===== src/rtl/uart_wb_pkg.sv =====
// Shared constants for the UART slave: register offsets, STATUS/CTRL bit indices, FSM states.
package uart_wb_pkg;

  // Register select values, taken from adr[3:2]
  localparam logic [1:0] RegData    = 2'd0;
  localparam logic [1:0] RegStatus  = 2'd1;
  localparam logic [1:0] RegCtrl    = 2'd2;
  localparam logic [1:0] RegDivisor = 2'd3;

  // STATUS bit indices
  localparam int unsigned BitRxNe     = 0;
  localparam int unsigned BitTxFull   = 1;
  localparam int unsigned BitTxIdle   = 2;
  localparam int unsigned BitOverrun  = 3;
  localparam int unsigned BitFrameErr = 4;

  // CTRL bit indices
  localparam int unsigned CtrlRxIe = 0;
  localparam int unsigned CtrlTxIe = 1;

  typedef enum logic [1:0] {TxIdle, TxStart, TxData, TxStop} tx_state_e;

  // RxBreak waits for the line to return high after a framing error
  typedef enum logic [2:0] {RxIdle, RxStart, RxData, RxStop, RxBreak} rx_state_e;

endpackage


===== src/rtl/sync_fifo.sv =====
// Single-clock FIFO with read-ahead output; pushes when full and pops when empty are ignored.
module sync_fifo #(
  parameter int unsigned WIDTH = 8,
  parameter int unsigned DEPTH = 16
) (
  input  logic                     clk,
  input  logic                     rst_i,
  input  logic                     push_i,
  input  logic                     pop_i,
  input  logic [WIDTH-1:0]         wdata_i,
  output logic [WIDTH-1:0]         rdata_o,
  output logic                     full_o,
  output logic                     empty_o,
  output logic [$clog2(DEPTH):0]   count_o
);

  localparam int unsigned AW = $clog2(DEPTH);

  logic [WIDTH-1:0] mem [DEPTH];
  logic [AW-1:0]    wptr_q, rptr_q;
  logic [AW:0]      count_q;
  logic             do_push, do_pop;

  assign full_o  = (count_q == (AW+1)'(DEPTH));
  assign empty_o = (count_q == '0);
  assign count_o = count_q;
  assign rdata_o = mem[rptr_q];
  assign do_push = push_i & ~full_o;
  assign do_pop  = pop_i & ~empty_o;

  // Pointer and occupancy bookkeeping
  always_ff @(posedge clk) begin
    if (rst_i) begin
      wptr_q  <= '0;
      rptr_q  <= '0;
      count_q <= '0;
    end else begin
      if (do_push) wptr_q <= wptr_q + 1'b1;
      if (do_pop)  rptr_q <= rptr_q + 1'b1;
      case ({do_push, do_pop})
        2'b10:   count_q <= count_q + 1'b1;
        2'b01:   count_q <= count_q - 1'b1;
        default: ;
      endcase
    end
  end

  // Storage, no reset needed
  always_ff @(posedge clk) begin
    if (do_push) mem[wptr_q] <= wdata_i;
  end

endmodule


===== src/rtl/uart_wb.sv =====
// Memory-mapped 8N1 UART slave: bus register file, TX/RX FIFOs, inline TX and RX FSMs.
module uart_wb
  import uart_wb_pkg::*;
#(
  parameter int unsigned DEFAULT_DIV = 217,
  parameter int unsigned FIFO_DEPTH  = 16
) (
  input  logic        clk,
  input  logic        rst_i,
  input  logic [3:0]  adr_i,
  input  logic [31:0] dat_i,
  input  logic        we_i,
  input  logic        stb_i,
  input  logic [3:0]  sel_i,
  output logic [31:0] dat_o,
  output logic        ack_o,
  output logic        irq,
  input  logic        rxd,
  output logic        txd
);

  localparam int unsigned CW = $clog2(FIFO_DEPTH) + 1;

  logic        armed_q, ack_q, irq_q, ovr_q, fe_q;
  logic [31:0] dat_q, rd_data, status;
  logic [1:0]  ctrl_q, reg_sel;
  logic [15:0] div_q, div_new;
  logic        access, ovr_set, fe_set, ovr_clr, fe_clr;

  logic          tx_push, tx_pop, tx_full, tx_empty, tx_idle;
  logic [7:0]    tx_rdata;
  logic [CW-1:0] tx_count;
  logic          rx_push, rx_pop, rx_full, rx_empty;
  logic [7:0]    rx_rdata;
  logic [CW-1:0] rx_count;

  tx_state_e   tx_state_q, tx_state_d;
  logic [15:0] tx_cnt_q, tx_cnt_d;
  logic [7:0]  tx_sh_q, tx_sh_d;
  logic [2:0]  tx_bit_q, tx_bit_d;
  logic        txd_q, txd_d;

  rx_state_e   rx_state_q, rx_state_d;
  logic [15:0] rx_cnt_q, rx_cnt_d;
  logic [7:0]  rx_sh_q, rx_sh_d;
  logic [2:0]  rx_bit_q, rx_bit_d;
  logic        rx_s1_q, rx_s2_q, rx_prev_q;

  logic unused;
  assign unused = ^{dat_i[31:16], adr_i[1:0], sel_i[3:2], tx_count, rx_count};

  assign dat_o   = dat_q;
  assign ack_o   = ack_q;
  assign irq     = irq_q;
  assign txd     = txd_q;
  assign reg_sel = adr_i[3:2];
  // One access per strobe: armed_q drops on access and returns after stb_i is seen low
  assign access  = stb_i & armed_q;
  assign tx_idle = tx_empty & (tx_state_q == TxIdle);
  assign tx_push = access & we_i & (reg_sel == RegData) & sel_i[0];
  assign rx_pop  = access & ~we_i & (reg_sel == RegData);
  assign ovr_clr = access & we_i & (reg_sel == RegStatus) & sel_i[0] & dat_i[BitOverrun];
  assign fe_clr  = access & we_i & (reg_sel == RegStatus) & sel_i[0] & dat_i[BitFrameErr];
  assign div_new = {sel_i[1] ? dat_i[15:8] : div_q[15:8], sel_i[0] ? dat_i[7:0] : div_q[7:0]};

  sync_fifo #(.WIDTH(8), .DEPTH(FIFO_DEPTH)) u_tx_fifo (
    .clk     (clk),
    .rst_i   (rst_i),
    .push_i  (tx_push),
    .pop_i   (tx_pop),
    .wdata_i (dat_i[7:0]),
    .rdata_o (tx_rdata),
    .full_o  (tx_full),
    .empty_o (tx_empty),
    .count_o (tx_count)
  );

  sync_fifo #(.WIDTH(8), .DEPTH(FIFO_DEPTH)) u_rx_fifo (
    .clk     (clk),
    .rst_i   (rst_i),
    .push_i  (rx_push),
    .pop_i   (rx_pop),
    .wdata_i (rx_sh_q),
    .rdata_o (rx_rdata),
    .full_o  (rx_full),
    .empty_o (rx_empty),
    .count_o (rx_count)
  );

  // Read-data mux for the addressed register
  always_comb begin
    status              = '0;
    status[BitRxNe]     = ~rx_empty;
    status[BitTxFull]   = tx_full;
    status[BitTxIdle]   = tx_idle;
    status[BitOverrun]  = ovr_q;
    status[BitFrameErr] = fe_q;
    rd_data             = '0;
    unique case (reg_sel)
      RegData:    rd_data = rx_empty ? 32'h0 : {24'h0, rx_rdata};
      RegStatus:  rd_data = status;
      RegCtrl:    rd_data = {30'h0, ctrl_q};
      RegDivisor: rd_data = {16'h0, div_q};
    endcase
  end

  // Bus handshake, register writes, sticky flags and interrupt
  always_ff @(posedge clk) begin
    if (rst_i) begin
      armed_q <= 1'b1;
      ack_q   <= 1'b0;
      dat_q   <= '0;
      ctrl_q  <= '0;
      div_q   <= 16'(DEFAULT_DIV);
      ovr_q   <= 1'b0;
      fe_q    <= 1'b0;
      irq_q   <= 1'b0;
    end else begin
      ack_q <= access;
      if (access)      armed_q <= 1'b0;
      else if (!stb_i) armed_q <= 1'b1;
      if (access && !we_i) dat_q <= rd_data;
      if (access && we_i && reg_sel == RegCtrl && sel_i[0]) ctrl_q <= dat_i[1:0];
      if (access && we_i && reg_sel == RegDivisor && div_new >= 16'd3) div_q <= div_new;
      // A set in the same cycle as a clear wins
      ovr_q <= ovr_set | (ovr_q & ~ovr_clr);
      fe_q  <= fe_set | (fe_q & ~fe_clr);
      irq_q <= (ctrl_q[CtrlRxIe] & ~rx_empty) | (ctrl_q[CtrlTxIe] & tx_idle);
    end
  end

  // TX next state; the bit counter reloads from div_q at each boundary
  always_comb begin
    tx_state_d = tx_state_q;
    tx_cnt_d   = tx_cnt_q;
    tx_sh_d    = tx_sh_q;
    tx_bit_d   = tx_bit_q;
    tx_pop     = 1'b0;
    if (tx_cnt_q != 16'd0) tx_cnt_d = tx_cnt_q - 16'd1;
    case (tx_state_q)
      TxIdle: begin
        if (!tx_empty) begin
          tx_pop     = 1'b1;
          tx_sh_d    = tx_rdata;
          tx_cnt_d   = div_q;
          tx_state_d = TxStart;
        end
      end
      TxStart: begin
        if (tx_cnt_q == 16'd0) begin
          tx_cnt_d   = div_q;
          tx_bit_d   = 3'd0;
          tx_state_d = TxData;
        end
      end
      TxData: begin
        if (tx_cnt_q == 16'd0) begin
          tx_cnt_d = div_q;
          tx_sh_d  = {1'b0, tx_sh_q[7:1]};
          tx_bit_d = tx_bit_q + 3'd1;
          if (tx_bit_q == 3'd7) tx_state_d = TxStop;
        end
      end
      TxStop: begin
        if (tx_cnt_q == 16'd0) begin
          if (!tx_empty) begin
            tx_pop     = 1'b1;
            tx_sh_d    = tx_rdata;
            tx_cnt_d   = div_q;
            tx_state_d = TxStart;
          end else begin
            tx_state_d = TxIdle;
          end
        end
      end
      default: tx_state_d = TxIdle;
    endcase
    case (tx_state_d)
      TxStart: txd_d = 1'b0;
      TxData:  txd_d = tx_sh_d[0];
      default: txd_d = 1'b1;
    endcase
  end

  // TX state register
  always_ff @(posedge clk) begin
    if (rst_i) begin
      tx_state_q <= TxIdle;
      tx_cnt_q   <= '0;
      tx_sh_q    <= '0;
      tx_bit_q   <= '0;
      txd_q      <= 1'b1;
    end else begin
      tx_state_q <= tx_state_d;
      tx_cnt_q   <= tx_cnt_d;
      tx_sh_q    <= tx_sh_d;
      tx_bit_q   <= tx_bit_d;
      txd_q      <= txd_d;
    end
  end

  // RX next state; sampling at mid-bit after a half-period start qualification
  always_comb begin
    rx_state_d = rx_state_q;
    rx_cnt_d   = rx_cnt_q;
    rx_sh_d    = rx_sh_q;
    rx_bit_d   = rx_bit_q;
    rx_push    = 1'b0;
    ovr_set    = 1'b0;
    fe_set     = 1'b0;
    if (rx_cnt_q != 16'd0) rx_cnt_d = rx_cnt_q - 16'd1;
    case (rx_state_q)
      RxIdle: begin
        if (rx_prev_q && !rx_s2_q) begin
          rx_cnt_d   = {1'b0, div_q[15:1]};
          rx_state_d = RxStart;
        end
      end
      RxStart: begin
        if (rx_cnt_q == 16'd0) begin
          if (!rx_s2_q) begin
            rx_cnt_d   = div_q;
            rx_bit_d   = 3'd0;
            rx_state_d = RxData;
          end else begin
            rx_state_d = RxIdle;
          end
        end
      end
      RxData: begin
        if (rx_cnt_q == 16'd0) begin
          rx_sh_d  = {rx_s2_q, rx_sh_q[7:1]};
          rx_cnt_d = div_q;
          rx_bit_d = rx_bit_q + 3'd1;
          if (rx_bit_q == 3'd7) rx_state_d = RxStop;
        end
      end
      RxStop: begin
        if (rx_cnt_q == 16'd0) begin
          if (rx_s2_q) begin
            if (rx_full) ovr_set = 1'b1;
            else         rx_push = 1'b1;
            rx_state_d = RxIdle;
          end else begin
            fe_set     = 1'b1;
            rx_state_d = RxBreak;
          end
        end
      end
      RxBreak: begin
        if (rx_s2_q) rx_state_d = RxIdle;
      end
      default: rx_state_d = RxIdle;
    endcase
  end

  // RX synchroniser and state register
  always_ff @(posedge clk) begin
    if (rst_i) begin
      rx_s1_q    <= 1'b1;
      rx_s2_q    <= 1'b1;
      rx_prev_q  <= 1'b1;
      rx_state_q <= RxIdle;
      rx_cnt_q   <= '0;
      rx_sh_q    <= '0;
      rx_bit_q   <= '0;
    end else begin
      rx_s1_q    <= rxd;
      rx_s2_q    <= rx_s1_q;
      rx_prev_q  <= rx_s2_q;
      rx_state_q <= rx_state_d;
      rx_cnt_q   <= rx_cnt_d;
      rx_sh_q    <= rx_sh_d;
      rx_bit_q   <= rx_bit_d;
    end
  end

endmodule


===== config.mk =====
export PLATFORM = sky130hd
export DESIGN_NAME = uart_wb
export DESIGN_NICKNAME = d
export VERILOG_FILES = /design/src/rtl/uart_wb_pkg.sv /design/src/rtl/sync_fifo.sv /design/src/rtl/uart_wb.sv
export SDC_FILE = /design/constraint.sdc
export NUM_CORES = 1
export LEC_CHECK = 0
export ABC_AREA = 1
export CORE_AREA = 2 2 253 255
export DETAILED_ROUTE_END_ITERATION = 10
export DIE_AREA = 0 0 255 257
export SLEW_MARGIN = 10
export SYNTH_ARGS = -nofsm -noshare
export SYNTH_HDL_FRONTEND = slang
export SYNTH_HIERARCHICAL = 1
export SYNTH_SLANG_ARGS = --single-unit
export TNS_END_PERCENT = 1

===== constraint.sdc =====
create_clock -name clk -period 3.3 [get_ports clk]
set_input_delay 0.66 -clock clk [delete_from_list [all_inputs] [get_ports clk]]
set_output_delay 0.66 -clock clk [all_outputs]
set_load 0.02 [all_outputs]

* Word-level counts from Yosys, hierarchy flattened
Memories as Yosys holds them, arrays and structs flattened. A register that Yosys moved wholly into a read port is not among the register bits.
Index checks and enable logic that the tools add are counted.
** Word-level totals
- Register bits :: 144
- RAM bits :: 256
- Logic and storage cells :: 200
- Memories :: 2
** Cells by class
- Add/sub/neg operators :: 12
- $lt $le $gt $ge :: 1
- Equality and inequality tests :: 31
- Mux-type cells :: 69
- Bitwise logic cells :: 29
- Reductions and logical operators :: 29
** Memories
- u_rx_fifo.mem :: depth 16, width 8, read ports 1, clocked after Yosys merged registers in 1, wr ports 1, RTL line sync_fifo.sv:19 : logic [WIDTH-1:0] mem [DEPTH];
- u_tx_fifo.mem :: depth 16, width 8, read ports 1, clocked after Yosys merged registers in 1, wr ports 1, RTL line sync_fifo.sv:19
** Operator list (number)
- $mux 16 :: 9
- $pmux 32 s4 :: 1
- $pmux 16 s3 :: 2
- $mux 8 :: 6
- $mux 3 :: 12
- $logic_not 16->1 :: 2
- $reduce_bool 16->1 :: 2
- $sub 16x1->16 const B :: 2
- $pmux 8 s3 :: 1
- $mux 1 :: 20
- $ne 2x2->1 const B :: 10
- $pmux 5 s2 :: 2
- $and 1x1->1 :: 19
- $add 4x1->4 const B :: 4
- $ge 16x2->1 const B :: 1
- $mux 4 :: 4
- $pmux 3 s5 :: 1
- $eq 2x2->1 const B :: 7
- $mux 2 :: 6
- $pmux 3 s2 :: 2
- $add 5x1->5 const B :: 2
- $eq 2x1->1 const B :: 5
- $eq 5x5->1 const B :: 2
- $logic_not 5->1 :: 2
- 21 further kinds :: 47

* Longest topological paths before layout
Gate-level depths: netlist (run 1).
- Depth after elaboration :: 8
- Depth in mapped cells :: 21
- Gate-level depth less buffers :: 21

* Hierarchy
The synthesis (run 1) kept the hierarchy.
** By module, submodules not included
- uart_wb :: times used 1, cells each 1023, area an instance 6491.2 µm², seq. area each 2042.0 µm²
- sync_fifo (u_tx_fifo) :: times used 1, cells each 478, area an instance 6147.1 µm², seq. area each 4184.0 µm²
- sync_fifo (u_rx_fifo) :: times used 1, cells each 474, area an instance 6067.1 µm², seq. area each 4184.0 µm²

* Worst setup path after synthesis (run 1)
Ideal clock, no wire load.
- Path kind :: register to register
- Start :: reg u_tx_fifo.count_q[1], in the netlist u_tx_fifo/count_o[1]
- End :: reg u_tx_fifo.count_q[4], in the netlist u_tx_fifo/count_o[4]
- Arrival :: 2.686 ns
- Required time :: 3.191 ns
- Path slack :: 0.505 ns
- Stages on the path, launching flop included :: 18
- Path through :: dfxtp_1 -> nor2_2 -> nand3_2 -> inv_1 -> clkbuf_1 -> clkbuf_1 -> nor3_1 -> nand2_4 -> inv_6 -> ha_1 -> ha_1 -> inv_1 -> nor2_1 -> nand2_2 -> nand3_1 -> nand3_1 -> nand2_1 -> inv_1
** On the way
- Longest elaborated chain between the ends :: 7
** RTL lines
- start: declaration :: RTL line sync_fifo.sv:21 : logic [AW:0] count_q;
- start signal: assignment :: RTL line sync_fifo.sv:41 : 2'b10: count_q <= count_q + 1'b1;
- start signal: assignment :: RTL line sync_fifo.sv:42 : 2'b01: count_q <= count_q - 1'b1;
- $logic_not 5->1 (*) :: RTL line sync_fifo.sv:25 : assign empty_o = (count_q == '0);
- net tx_empty :: RTL line uart_wb.sv:30 : logic tx_push, tx_pop, tx_full, tx_empty, tx_idle;
- $mux 1 (*) :: RTL line uart_wb.sv:142, uart_wb.sv:166
- $mux 1 :: RTL line uart_wb.sv:165 : if (tx_cnt_q == 16'd0) begin
- $pmux 1 s2 (*) :: RTL line uart_wb.sv:140 : case (tx_state_q)
- net tx_pop :: RTL line uart_wb.sv:30
- $and 1x1->1 (*) :: RTL line sync_fifo.sv:29 : assign do_pop = pop_i & ~empty_o;
- net u_tx_fifo.do_pop :: RTL line sync_fifo.sv:22 : logic do_push, do_pop;
- $eq 2x1->1 or $eq 2x2->1 (tied branches) :: RTL line sync_fifo.sv:40 : case ({do_push, do_pop})
- $pmux 5 s2 or $reduce_bool 2->1 (tied branches)
Mark *: on every way through the listed nets, which the timed path passes. The rest lies on a longest branch.
A chain may end at the register's enable or synchronous reset.

* Worst setup path after layout (run 1)
- Start :: reg tx_cnt_q[0]
- End :: reg u_tx_fifo.count_q[4], in the netlist u_tx_fifo/count_o[4]
** On the way
- Longest elaborated chain between the ends :: 6
** RTL lines
- start: declaration :: RTL line uart_wb.sv:38 : logic [15:0] tx_cnt_q, tx_cnt_d;
- start signal: assignment :: RTL line uart_wb.sv:195 : tx_cnt_q <= tx_cnt_d;
- $logic_not 16->1 (*) :: RTL line uart_wb.sv:165
- $mux 1 (*) :: RTL line uart_wb.sv:165
- $pmux 1 s2 (*) :: RTL line uart_wb.sv:140
- net tx_pop :: RTL line uart_wb.sv:30
- $and 1x1->1 (*) :: RTL line sync_fifo.sv:29
- net u_tx_fifo.do_pop :: RTL line sync_fifo.sv:22
- $eq 2x1->1 or $eq 2x2->1 (tied branches) :: RTL line sync_fifo.sv:40
- $pmux 5 s2 or $reduce_bool 2->1 (tied branches)
Marks and branches as above.

==> results.md, run 1 <==
* Worst IR Drop VDD at 0.351 mV
* Least-Margin Pin Slew at 0.906 ns
* Reg power frac at 41.0%
* Compound-Gate Fraction of Synth Area at 13.6%
* RSZ-0062 raised after global routing: false
* Final Critical Period at 3.01 ns
* Leakage power at 8.10 nW
* Largest family of logic cells by synthesized area: simple AND/OR/NAND/NOR gates
* Residual DRC at 0
* Sink Count at 392
* Largest net degree at the start of global routing at 75
* Synth warn at 6
* Crit path max-delay cell type: dfxtp_1
* Crit path largest cell delay at 0.31 ns
* Row cnt at 92
* Fraction of the mapped netlist area in adder cells at 1.87%
* Setup violations, final at 0
* Synth cell count leaders: nand2_1, edfxtp_1, inv_1
* Vias in the first global route at 13484
* Core footprint at 0.0627 sq mm
* CTS max path bufs at 3
* Kind of cell adding the most delay to the critical path: simple AND/OR/NAND/NOR gates
* CP bufs+invs at 5
* Clock network latency to the later pin of the worst-skew pair at 0.59 ns
* Hold crit path type: reg -> reg
* Clock Power Share at 35.1%
* Multiplexer share of the synthesized area at 3.75%
* Post-synth cell types at 51
* CP arrival at 3.47 ns
* Pwr dens at 650 mW/mm^2
* Vias post-DR at 13906
* Sw frac at 32.6%
* PostCTS Resize Cnt at 0
* Initial antenna violation count at 3
* Total CTS buffers at 43
* Post-synth ARST share at 0%
* Final WL at 47500 um
* DR iter-0 viols at 1091
* Peak fanout along the critical path at 7
* Overflow left after global routing at 0
* Share of the yosys chip area belonging to registers at 55.7%
* CP Cell Sequence: inv_1 > ha_1 > nand2_2 > nor2_4 > nand3_1 > nand2_1 > inv_1 > nor3_1 > nand2_4 > inv_6 > ha_1 > xor2_1 > ha_1 > inv_1 > nand2_2 > nand2_2 > nand3_1 > nand3_1 > nand2_1 > inv_1
* Synth top area cells: edfxtp_1, dfxtp_1, nand2_1
* Syn Area/Cell at 9.47 sq um
* Synthesized instance count at 1975
* Slew Limit Fails at 0
* Seq cells post-synth at 392
* Relative slew slack at 39.5%
* CTS tree: done
* Data required time at the worst endpoint at 3.76 ns
* Layout cells sized above 1 at 10.2%
* Synth top area share at 41.1%
* Ports at 80
* FF-to-FF path depth at 20
* Max Cap Viol at 0
* Starting density of the core at 29.8%
* Outcome: finished clean
* Main flop type after synthesis: edfxtp_1
* Nets at 2118
* Post-synth EDFFs at 256
* Tcrit/Tclk final at 91.3%
* Final Skew at 0.0368 ns
* CP startpoint kind: flop
* Top-count cell post-synth: nand2_1
* Worst Setup Path Type: reg -> reg
* WL per Instance at 16.2 um
* Critical path endpoint category: flop
* Fillers at 6264
* HPWL after DPL at 32400 um
* Comb power frac at 23.9%
* Synth Area in XOR/XNOR at 0.977%
* Hold Fails Final Rpt at 0
* Post CTS Setup Buffer Count at 0
* Crit-path most repeated cell: inv_1
* Mapped cell area at 0.0187 sq mm
* Die width at 255 um
* Internal power at 0.00949 W
* DR vias/cell at 4.75
* Buffers added on ports at 43
* Area growth from synthesis to final layout at 15.8%
* GPL Wtd Cong at 0.865
* Net Sw Power at 0.00459 W
* Die area at 0.0655 sq mm
* Yosys top cell by area: edfxtp_1
* Die extent in y at 257 um
* First-pass GRT wire length at 74900 um
* Synth Area in Simple Gates at 16.3%
* Hold WS at 0.422 ns
* Length of the first detailed-routing pass in iterations at 5
* Gr usage total at 14.5%
* WP depth at 20
* Hold path cells at 1
* Cts hold-fix bufs at 0
* Clk root buf: clkbuf_16
* CTS clock-pin slew for the worst setup and hold paths at 0.06 ns
* Fmax at 0.332 GHz
* Setup TNS at 0 ns
* Routed Antenna Nets at 0
* CTS HTree Levels at 2
## power groups by stage
stage	sequential (W)	combinational, W	clock (W)
floorplan	0.00576	0.00265	0
global placement	0.00585	0.00325	0
detailed placement	0.00587	0.00333	0
CTS	0.00576	0.00335	0.00506
global route	0.00580	0.00381	0.00527
finish	0.00577	0.00337	0.00494
## logic make-up (layout without fill, tap and decap cells)
family | count (synthesis) | after routing
fa+ha+maj | 28 | 28
buf+inv | 335 | 424
xor+xnor | 20 | 20
mux | 70 | 70
flops | 392 | 392
simple gates | 682 | 682
other cells | 1 | 17
compound gates | 447 | 447
## stage by stage
step / setup slack, ns / std cells / utilization (%) / power (W) / instance area, sq um
detailed placement: 0.147 / 2846 / 32.2 / 0.00920 / 20200
global placement: 0.108 / 2846 / 32.2 / 0.00910 / 20200
finish: 0.287 / 2926 / 34.5 / 0.0141 / 21700
global route: 0.0237 / 2925 / 34.5 / 0.0149 / 21700
CTS: 0.264 / 2925 / 34.5 / 0.0142 / 21700
floorplan: 0.505 / 1990 / - / 0.00842 / 18800
## area by class of cell
| class | count | area [sq um] | area share (%) |
|---|---|---|---|
| Clock inverter | 30 | 335 | 1.55 |
| Multi-Input combinational cell | 1263 | 6890 | 31.8 |
| Inverter | 233 | 885 | 4.08 |
| Clock buffer | 49 | 1120 | 5.16 |
| Antenna cell | 1 | 2.50 | 0.0116 |
| Sequential cell | 392 | 10400 | 48.1 |
| Tap cell | 846 | 1060 | 4.89 |
| Timing Repair Buffer | 112 | 956 | 4.41 |
## sequential cells by signal (all words and copies together), names as in the netlist, 3 cells and up, named ones only
register / cells
rx_cnt_q: 16
u_rx_fifo/count_o: 5
u_tx_fifo/rptr_q: 4
rx_bit_q: 3
rx_sh_q: 8
u_tx_fifo/mem: 128
div_q: 16
u_rx_fifo/wptr_q: 4
tx_cnt_q: 16
dat_o: 16
u_rx_fifo/mem: 128
tx_bit_q: 3
rx_state_q: 3
u_tx_fifo/wptr_q: 4
u_tx_fifo/count_o: 5
tx_sh_q: 8
u_rx_fifo/rptr_q: 4
## worst reg2reg max path, delay by kind of cell, from the launching register on
kind / cells / cell delay, ns
DFF: 1 / 0.31
buffers and inverters: 5 / 0.35
adders and majority gates: 3 / 0.69
and+or+nand+nor: 11 / 1.34
xor gates and xnor gates: 1 / 0.21
## cell usage in the layout, fill, tap and decap left out, types with 9 or more instances in the layout
master,n
clkdlybuf4s50_1,42
clkbuf_16,43
nor2_1,173
nand2_2,17
dfxtp_1,134
clkinv_2,11
conb_1,16
clkinv_1,10
xor2_1,12
nor3_1,16
nand4_1,18
nand3_1,120
nor2_2,13
ha_1,28
mux2i_1,70
nand3_2,9
a21oi_1,158
o21ai_1,17
inv_1,220
nand2_1,289
buf_4,68
o22ai_1,13
o21ai_0,155
o211ai_1,80
edfxtp_1,256
## layer usage
| layer | GRT usage, % | vias up | wire length (um) |
|---|---|---|---|
| li1 | - | 6909 | - |
| met2 | 23.7 | 345 | 22300 |
| met4 | 5.69 | 2 | 1680 |
| met5 | 0 | - | 13 |
| met1 | 19.0 | 6563 | 21000 |
| met3 | 2.48 | 87 | 2470 |
## final timing paths
path	start	endpoint	slack (ns)
worst max-delay path	tx_cnt_q[0]	u_tx_fifo/count_o[4]	0.29
worst max register to register	tx_cnt_q[0]	u_tx_fifo/count_o[4]	0.29
worst min register to register	rx_s1_q	rx_s2_q	0.42
worst min-delay path	rx_s1_q	rx_s2_q	0.42
(Power assumes the default switching activity.)
==> inputs of run 2 (changes only) <==
--- a/config.mk
+++ b/config.mk
@@ -5,10 +5,9 @@
 export SDC_FILE = /design/constraint.sdc
 export NUM_CORES = 1
 export LEC_CHECK = 0
-export ABC_AREA = 1
-export CORE_AREA = 2 2 253 255
+export CORE_AREA = 2 2 246 248
 export DETAILED_ROUTE_END_ITERATION = 10
-export DIE_AREA = 0 0 255 257
+export DIE_AREA = 0 0 248 250
 export SLEW_MARGIN = 10
 export SYNTH_ARGS = -nofsm -noshare
 export SYNTH_HDL_FRONTEND = slang
==> results.md, run 2 <==
* Final Worst Setup Slack at -0.0196 ns
* Length of the first detailed-routing pass in iterations at 5
* HPWL after DPL at 29900 um
* Fmax at 0.301 GHz
* Main flop type after synthesis: edfxtp_1
* Syn Area/Cell at 12.8 sq um
* Layout cells sized above 1 at 20.9%
* Routed Antenna Nets at 0
* RSZ-0062 raised after global routing: true
* Critical path endpoint category: flop
* Hold Fails Final Rpt at 0
* Worst Setup Path Type: reg -> reg
* CP arrival at 3.75 ns
* First-pass GRT wire length at 67900 um
* Comb power frac at 21.1%
* Final WL at 44200 um
* Hold path cells at 1
* WL per Instance at 19.1 um
* FF-to-FF path depth at 16
* Clock network latency to the later pin of the worst-skew pair at 0.56 ns
* Failing checks: negative setup slack
* CTS HTree Levels at 2
* CP startpoint kind: flop
* Final Critical Period at 3.32 ns
* Most frequent cells in the layout: edfxtp_1, dfxtp_1, nor2_1
* Total CTS buffers at 40
* Gr usage total at 14.1%
* Fillers at 5727
* CTS clock-pin slew for the worst setup and hold paths at 0.06 ns
* CTS max path bufs at 3
* Initial antenna violation count at 3
* Overflow left after global routing at 0
* Seq cells post-synth at 392
* Placed Area at 0.0196 sq mm
* Residual DRC at 0
* Die width at 248 um
* Reg power frac at 43.9%
* Top flop regs: u_rx_fifo/mem (128), u_tx_fifo/mem (128)
* Top-count cell post-synth: edfxtp_1
* Area of the multi-input gates at 0.00684 sq mm
* N_diodes at 0
* DR vias/cell at 5.12
* Buffers added on ports at 43
* Nets at 1575
* Row cnt at 90
* Leakage power at 7.25 nW
* Internal power at 0.00909 W
* Design Area, Final at 0.0210 sq mm
* Synth warn at 6
* Setup violations, final at 1
* Slew Limit Fails at 0
* Setup TNS at -0.0196 ns
* Reg area at 0.0104 sq mm
* Mapped cell area at 0.0177 sq mm
* Data required time at the worst endpoint at 3.73 ns
* Area growth from synthesis to final layout at 19.0%
* Sw frac at 28.4%
* Outcome: finished, violations left
* Post-synth cell types at 87
* Peak fanout along the critical path at 5
* Hold crit path type: reg -> reg
* Synth top area cells: edfxtp_1, dfxtp_1, mux4_2
* Worst IR Drop VDD at 0.348 mV
* Die extent in y at 250 um
* Synth cell count leaders: edfxtp_1, dfxtp_1, nor2_1
* DR iter-0 viols at 820
* CTS tree: done
* Commonest non-fill, non-tap cell in the layout: edfxtp_1
* Die area at 0.0620 sq mm
* Vias post-DR at 11850
* Net Sw Power at 0.00360 W
* Final Skew at 0.0181 ns
* Relative slew slack at 44.4%
* Least-Margin Pin Slew at 0.827 ns
* Max Cap Viol at 0
* Core footprint at 0.0596 sq mm
* Synth top area share at 43.5%
* Tcrit/Tclk final at 101%
* Share of the yosys chip area belonging to registers at 58.9%
* Clock Power Share at 35.0%
* Yosys top cell by area: edfxtp_1
* GPL Wtd Cong at 0.845
* Starting density of the core at 29.7%
* Synthesized instance count at 1383
* Largest net degree at the start of global routing at 43
* Vias in the first global route at 11575
* Ports at 80
* Post-synth ARST share at 0%
* Pwr dens at 603 mW/mm^2
* Post-synth EDFFs at 256
* Sink Count at 392
* Clk root buf: clkbuf_16
run 2: cell types whose count changed after synthesis, sizes merged, moves of 38 or more:
cell,delta
a21oi,-103
mux2i,-38
nor2,-62
o211ai,-68
a22oi,+51
mux4,+64
inv,-201
nand3,-106
nand2,-223
o21ai,-124
run 2: layout make-up:
class,count,area share (%)
clock buffers,56,5.20
clock inverters,18,0.957
inverters,31,0.565
multi-input cells,870,32.5
flip-flops and latches,392,49.5
well taps,782,4.65
repair buffers,167,6.63
run 2: path summary, 6_finish.rpt:
path               startpoint                   end  slack [ns]
setup / recovery  tx_cnt_q[0]  u_tx_fifo/count_o[4]       -0.02
hold / removal        rx_s1_q               rx_s2_q        0.41
setup reg to reg  tx_cnt_q[0]  u_tx_fifo/count_o[4]       -0.02
hold reg to reg       rx_s1_q               rx_s2_q        0.41
run 2: repair_timing:
action | CTS | global route
hold buffers | 0 | 0
pin swaps | 3 | 8
endpoints found under the setup margin | 2 | 5
resized for setup | 1 | 14
buffers inserted | 1 | 2
run 2: stage by stage:
stage | power [W] | util, % | std cells | worst slack, ns | hold WS [ns]
global placement | 0.00822 | 33.0 | 2239 | -0.170 | 0.399
global route | 0.0133 | 35.3 | 2316 | -0.141 | 0.425
CTS | 0.0127 | 35.2 | 2314 | 0.00232 | 0.411
detailed placement | 0.00827 | 33.0 | 2239 | -0.143 | 0.397
finish | 0.0127 | 35.3 | 2316 | -0.0196 | 0.411
floorplan | 0.00755 | - | 1398 | -0.123 | 0.389
run 2: kinds of logic after synthesis:
family	after synthesis	synth area share (%)
AOI/OAI and AO/OA	290	11.9
buffers and inverters	136	3.71
adders and majority gates	28	1.98
muxes	100	10.2
xor gates and xnor gates	32	1.59
and+or+nand+nor	404	11.7
other	1	0.0212
DFF	392	58.9
run 2: per-layer routing:
metal,vias up,routed length [um],track usage [%]
met4,6,924,3.63
li1,5498,-,-
met3,65,3020,2.98
met5,-,35,0
met1,5943,19700,19.6
met2,338,20500,22.1
run 2: power by group through the flow:
| stage | clock [W] | sequential [W] | combinational, W |
|---|---|---|---|
| finish | 0.00444 | 0.00557 | 0.00267 |
| detailed placement | 0 | 0.00566 | 0.00261 |
| global route | 0.00476 | 0.00559 | 0.00294 |
| floorplan | 0 | 0.00565 | 0.00190 |
| CTS | 0.00455 | 0.00556 | 0.00263 |
| global placement | 0 | 0.00565 | 0.00257 |
run 2: worst max-delay path: stages, from the launching register on:
cell,delay (ns)
dfxtp_4,0.35
inv_4,0.06
ha_4,0.14
or3b_4,0.38
or4_4,0.56
nor2_8,0.12
a21oi_4,0.08
nor3_4,0.26
o21ai_4,0.09
inv_2,0.07
ha_4,0.16
xor2_1,0.18
ha_2,0.28
nand2_2,0.09
o21ai_4,0.16
nor3_2,0.05
nand4bb_1,0.16
